`src/rtl/capture_controller.sv`:
```
// ---------------------------------------------------------------------------
// capture_controller
//
// Sequencing core of a logic analyzer. It waits for an arm request, paces
// sampling with a programmable clock divider, optionally waits for a trigger
// condition on the probe inputs, and then streams exactly SAMPLE_BUFF_SIZE
// samples into the per-channel shift registers. Each sample is one cycle of
// the `shift` strobe together with the sampled `s_in` word.
//
// Build option:
//   LA_TRIGGER_EN  defined   -> level/edge trigger on masked channels
//                  undefined -> capture starts on the first divider tick
//                               after arm; trigger ports are accepted but
//                               ignored
//
// Parameters:
//   CHANNEL_COUNT     number of analyzer channels
//   SAMPLE_BUFF_SIZE  samples per capture (shift-register depth)
//   DIV_WIDTH         width of the sample divider
//
// Ports:
//   clk           clock, rising edge
//   reset         asynchronous, active-high reset
//   arm           start request (honoured in IDLE and DONE)
//   abort         cancel request, any state, beats arm
//   sample_div    sample period minus one, in clk cycles
//   chan_in       probe inputs, already synchronous to clk
//   trig_mask     1 = channel takes part in the trigger
//   trig_level    required level per masked channel
//   trig_edge     0 = level trigger, 1 = trigger on entry into match
//   shift         one-cycle strobe per captured sample
//   s_in          sample word, valid while shift=1, held otherwise
//   busy          high in ARMED or CAPTURE
//   done          high in DONE
//   state         IDLE=0, ARMED=1, CAPTURE=2, DONE=3
//   sample_count  samples shifted in the current capture
// ---------------------------------------------------------------------------
module capture_controller #(
  parameter int CHANNEL_COUNT    = 8,
  parameter int SAMPLE_BUFF_SIZE = 640,
  parameter int DIV_WIDTH        = 16,
  localparam int CNT_WIDTH       = $clog2(SAMPLE_BUFF_SIZE + 1)
) (
  input  logic                     clk,
  input  logic                     reset,
  input  logic                     arm,
  input  logic                     abort,
  input  logic [DIV_WIDTH-1:0]     sample_div,
  input  logic [CHANNEL_COUNT-1:0] chan_in,
  input  logic [CHANNEL_COUNT-1:0] trig_mask,
  input  logic [CHANNEL_COUNT-1:0] trig_level,
  input  logic                     trig_edge,
  output logic                     shift,
  output logic [CHANNEL_COUNT-1:0] s_in,
  output logic                     busy,
  output logic                     done,
  output logic [1:0]               state,
  output logic [CNT_WIDTH-1:0]     sample_count
);

  typedef enum logic [1:0] {
    ST_IDLE    = 2'd0,
    ST_ARMED   = 2'd1,
    ST_CAPTURE = 2'd2,
    ST_DONE    = 2'd3
  } state_e;

  localparam logic [CNT_WIDTH-1:0] CNT_LAST = CNT_WIDTH'(SAMPLE_BUFF_SIZE);
  localparam logic [CNT_WIDTH-1:0] CNT_ONE  = CNT_WIDTH'(1);
  localparam logic [DIV_WIDTH-1:0] DIV_ONE  = DIV_WIDTH'(1);

  // -------------------------------------------------------------------------
  // State
  // -------------------------------------------------------------------------
  state_e                     state_q, state_d;
  logic [DIV_WIDTH-1:0]       div_q, div_d;
  logic [CNT_WIDTH-1:0]       cnt_q, cnt_d;
  logic                       shift_q, shift_d;
  logic [CHANNEL_COUNT-1:0]   s_in_q, s_in_d;

  logic                       running;
  logic                       tick;
  logic                       fire;
  logic [CNT_WIDTH-1:0]       cnt_inc;

  // The divider only runs while a capture is in progress; in IDLE/DONE it is
  // parked at zero so that arming always starts a fresh sample period.
  assign running = (state_q == ST_ARMED) || (state_q == ST_CAPTURE);
  assign tick    = running && (div_q == sample_div);
  assign cnt_inc = cnt_q + CNT_ONE;

`ifdef LA_TRIGGER_EN
  // Match of the previous tick, for edge mode. Preset to 1 on arm so that a
  // condition already true when arming is not mistaken for a fresh edge.
  logic prev_match_q, prev_match_d;
  logic match;

  assign match = ((chan_in ^ trig_level) & trig_mask) == '0;
  assign fire  = tick && (trig_edge ? (match && !prev_match_q) : match);
`else
  // Trigger inputs stay on the port list for a uniform interface but carry
  // no function in this build.
  logic unused_trig;

  assign unused_trig = ^{trig_mask, trig_level, trig_edge};
  assign fire        = tick;
`endif

  // -------------------------------------------------------------------------
  // State register
  // -------------------------------------------------------------------------
  // NOTE: sequential state uses non-blocking assignments only, so every
  // register samples the pre-edge value of every other register.
  always_ff @(posedge clk or posedge reset) begin
    if (reset) begin
      state_q      <= ST_IDLE;
      div_q        <= '0;
      cnt_q        <= '0;
      shift_q      <= 1'b0;
      s_in_q       <= '0;
`ifdef LA_TRIGGER_EN
      prev_match_q <= 1'b1;
`endif
    end else begin
      state_q      <= state_d;
      div_q        <= div_d;
      cnt_q        <= cnt_d;
      shift_q      <= shift_d;
      s_in_q       <= s_in_d;
`ifdef LA_TRIGGER_EN
      prev_match_q <= prev_match_d;
`endif
    end
  end

  // -------------------------------------------------------------------------
  // Next-state and datapath logic
  // -------------------------------------------------------------------------
  // NOTE: every signal driven here gets a default before any branch, which
  // keeps the block purely combinational (no inferred latches).
  always_comb begin
    state_d      = state_q;
    div_d        = div_q;
    cnt_d        = cnt_q;
    shift_d      = 1'b0;          // strobe is a single-cycle pulse
    s_in_d       = s_in_q;        // sample word holds between strobes
`ifdef LA_TRIGGER_EN
    prev_match_d = prev_match_q;
`endif

    if (abort) begin
      // Abort dominates everything, including a simultaneous arm.
      state_d = ST_IDLE;
      div_d   = '0;
      cnt_d   = '0;
    end else begin
      unique case (state_q)
        ST_IDLE, ST_DONE: begin
          div_d = '0;
          if (arm) begin
            state_d      = ST_ARMED;
            cnt_d        = '0;
`ifdef LA_TRIGGER_EN
            prev_match_d = 1'b1;
`endif
          end
        end

        ST_ARMED: begin
          div_d = tick ? '0 : div_q + DIV_ONE;
`ifdef LA_TRIGGER_EN
          if (tick) begin
            prev_match_d = match;
          end
`endif
          // The triggering tick is itself the first captured sample.
          if (fire) begin
            shift_d = 1'b1;
            s_in_d  = chan_in;
            cnt_d   = CNT_ONE;
            state_d = (CNT_ONE == CNT_LAST) ? ST_DONE : ST_CAPTURE;
          end
        end

        ST_CAPTURE: begin
          div_d = tick ? '0 : div_q + DIV_ONE;
          if (tick) begin
            shift_d = 1'b1;
            s_in_d  = chan_in;
            cnt_d   = cnt_inc;
            if (cnt_inc == CNT_LAST) begin
              state_d = ST_DONE;
            end
          end
        end

        default: begin
          state_d = ST_IDLE;
        end
      endcase
    end
  end

  // -------------------------------------------------------------------------
  // Outputs
  // -------------------------------------------------------------------------
  assign shift        = shift_q;
  assign s_in         = s_in_q;
  assign busy         = running;
  assign done         = (state_q == ST_DONE);
  assign state        = state_q;
  assign sample_count = cnt_q;

endmodule

```
`config.mk`:
```
export PLATFORM = sky130hd
export DESIGN_NAME = capture_controller
export DESIGN_NICKNAME = d
export VERILOG_FILES = /design/src/rtl/capture_controller.sv
export SDC_FILE = /design/constraint.sdc
export NUM_CORES = 1
export LEC_CHECK = 0
export CORE_UTILIZATION = 49
export CTS_BUF_LIST = sky130_fd_sc_hd__clkbuf_16
export CTS_CLUSTER_DIAMETER = 30
export DETAILED_ROUTE_END_ITERATION = 7
export HOLD_SLACK_MARGIN = 0.05
export PLACE_DENSITY_LB_ADDON = 0.3
export SLEW_MARGIN = 0
export SYNTH_ARGS = -nofsm -noshare
export SYNTH_HDL_FRONTEND = slang
export SYNTH_SLANG_ARGS = --single-unit
export TNS_END_PERCENT = 30
```
`constraint.sdc`:
```
create_clock -name clk -period 4.3 [get_ports clk]
set_input_delay 0.43 -clock clk [delete_from_list [all_inputs] [get_ports clk]]
set_output_delay 0.43 -clock clk [all_outputs]
set_load 0.01 [all_outputs]
```
==> impl_metrics.toml <==
[cts]
clockBufferDepth = 2
clk_pin_slew_ns = 0.06
root_buffer = "clkbuf_16"
htreeDepth = 2
numCtsBuffers = 5
cts_tree = "yes"
worstSkewPairLatency_ns = 0.28
holdBufCountCts = 0
cts_resized = 0
cts.sinks = 37
cts_setup_buffers = 0

[drt]
viasPerCell = 5.31
ant_nets = 0
routedWlPerCell_um = 13.4
drtIter0Drc = 92
wl_um = 4120
drt_pass1_iterations = 5
vias = 1631
drcViolationCount = 0

[global_route]
grt_overflow = 0
grt_pass1_vias = 1519
use_met3_pct = 5.73
grt_busiest_layer = "met2"
grt_usage_pct = 21.4
met2_usage_pct = 34.8
antenna_found_initial = 0
grt_pass1_wl_um = 6910
grt_max_degree = 38
grt_use_met1_pct = 26.8

[yosys]
synth_top_flop_cell = "dfrtp_1"
ys_ff_latch = 37
synth_edf_count = 0
synthXorXnorAreaFrac_pct = 14.1
synth_fa_ha_area_share_pct = 3.14
synth_cell_type_count = 28
synth_compound_area_share_pct = 7.10
yosys_warnings = 0
yosysSeqAreaShare_pct = 46.5
synth_nets = 255
postSynthAreaPerCell_um2 = 9.72
async_flop_share_pct = 100
synth_simple_gate_area_share_pct = 20.9
synth_top_family_by_area = "simple AND/OR/NAND/NOR gates"
synth_area_um2 = 1990
muxShareOfSynthArea_pct = 5.65
synthCells = 205

[timing]
final-setup-viol-count = 0
rsz0062_at_grt = "false"
worst_hold_slack_ns = 0.503
hold_viol = 0
clock_skew_ns = 0.00280
worst_pin_slew_ns = 0.491
relSlewSlack_pct = 67.2
fin_crit_sh_pct = 59.5
drv_slew = 0
tns_ns = 0
timing.fmax_mhz = 391
fin_ws_ns = 1.74
period_minus_slack_ns = 2.56

[power]
power_switching_uw = 278
power.leakage_uw = 0.00124
power_density_nw_per_um2 = 358
intPower_uw = 683
switching_share_pct = 28.9
seqPwrFrac_pct = 40.9
max-vdd-ir-drop_mv = 0.282
p_clk_share_pct = 36.1
comb_power_share_pct = 23.0

[floorplan]
core-area_um2 = 3770
ios = 68
die_height_um = 65.8
die_w_um = 65.8
die_area_um2 = 4320
rows = 22
initial_core_util_pct = 52.8

[flow_run]
drv_cap = 0

[cells_and_area]
area_delta_synth_final_pct = 34.7
antenna-diode-count = 0
final_core_util_pct = 71.2
drive_above_1_share_pct = 8.11
finish.net_count = 308

[place]
gp_congestion = 0.855
dp_hpwl_um = 2940
dpl_worst_slack_ns = 1.47
io_buffer_count = 50

[critical_path]
slowest_delay_ns = 0.44
cp_slowest_cell = "o211a_1"
critPathLaunchType = "input pin"
end_kind = "flip-flop"
worstPathRequired_ns = 4.46
crit_path_max_fanout = 16
cp_cell_sequence = "clkdlybuf4s50_1 -> xor2_1 -> nor4_1 -> nand4_1 -> o211a_1 -> a31oi_1 -> mux2_2"
critPathArrivalTime_ns = 2.72
crit_type = "input pin to flip-flop"

[hold_path]
worstHoldPathType = "flip-flop to flip-flop"

[run_status]
status = "completed"
## sequential cells by signal, indices dropped and copies added, names as in the netlist
register	count
div_q	16
state	2
shift	1
s_in	8
sample_count	10
## worst max-delay path, delay by kind of cell
| kind | cells | cell delay [ns] |
|---|---|---|
| xor gates and xnor gates | 1 | 0.15 |
| buffers and inverters | 1 | 0.42 |
| AOI/OAI and AO/OA | 2 | 0.75 |
| muxes | 1 | 0.37 |
| and+or+nand+nor | 2 | 0.59 |
## metal layers
| layer | up-vias | wire [µm] |
|---|---|---|
| met1 | 776 | 1910 |
| li1 | 808 | - |
| met5 | - | 0 |
| met3 | 2 | 222 |
| met2 | 45 | 1970 |
| met4 | 0 | 25 |
## placed cells by master, fill, tap and decap left out, types with 2 or more instances in the layout
master	Yosys	layout
nand2b_1	3	3
nand4_1	3	3
o21ai_0	12	12
inv_1	9	9
and3_1	8	8
xor2_1	25	25
clkinv_2	0	2
nor3_1	2	2
xnor2_1	7	7
o211a_1	2	2
nor4_1	4	4
a31oi_1	2	2
or4_1	2	2
o31ai_1	3	3
clkdlybuf4s50_1	0	50
nor2_1	25	25
clkbuf_16	0	5
nand3_1	17	17
ha_1	5	5
dfrtp_1	37	37
mux2_2	10	10
nand2_1	15	15
a21oi_1	2	2
## path summary, 6_finish.rpt
check / end / slack [ns] / depth (start not counted) / from
min: s_in[3] / 0.50 / 1 / s_in[3]
max reg2reg: state[0] / 1.85 / 6 / div_q[11]
max: state[0] / 1.74 / 7 / sample_div[8]
max in group asynchronous: div_q[3] / 3.41 / 3 / reset
min in group asynchronous: s_in[3] / 0.57 / 3 / reset
min reg2reg: s_in[3] / 0.50 / 1 / s_in[3]
## Yosys cell counts (5+ instances only)
| master | count | area share [%] |
|---|---|---|
| and3_1 | 8 | 2.5 |
| dfrtp_1 | 37 | 46 |
| o21ai_0 | 12 | 3.0 |
| ha_1 | 5 | 3.1 |
| inv_1 | 9 | 1.7 |
| nand3_1 | 17 | 4.3 |
| mux2_2 | 10 | 5.7 |
| xor2_1 | 25 | 11 |
| clkbuf_1 | 5 | 0.94 |
| nor2_1 | 25 | 4.7 |
| nand2_1 | 15 | 2.8 |
| xnor2_1 | 7 | 3.1 |
## cell type report
type / count / area (µm²)
Fill cell: 296 / 1090
Multi-Input combinational cell: 154 / 1010
Sequential cell: 37 / 926
Timing Repair Buffer: 51 / 508
Clock buffer: 5 / 125
Tap cell: 48 / 60.1
Inverter: 9 / 33.8
Clock inverter: 3 / 17.5
## power groups by stage
stage          registers, µW  logic, µW  clock network [µW]
2_1_floorplan            399        123                   0
6_report                 393        221                 347
3_3_place_gp             398        218                   0
3_5_place_dp             398        223                   0
5_1_grt                  396        247                 367
4_1_cts                  392        224                 356
## logic make-up (layout without fill, tap and decap cells)
| group | count (synthesis) | count (layout) |
|---|---|---|
| AO/OA/AOI/OAI | 23 | 23 |
| XOR/XNOR | 32 | 32 |
| adder cells (fa/ha/maj) | 5 | 5 |
| buffers and inverters | 14 | 68 |
| flip-flops | 37 | 37 |
| multiplexers | 10 | 10 |
| AND/OR/NAND/NOR | 84 | 84 |
## metrics by stage
stage               power, µW  instances  instance area (µm²)
floorplan                 521        205                 1990
global placement          616        299                 2540
detailed placement        621        299                 2540
CTS                       973        307                 2680
global route             1010        307                 2680
finish                    961        307                 2680
Power figures use the tool's default switching activity.
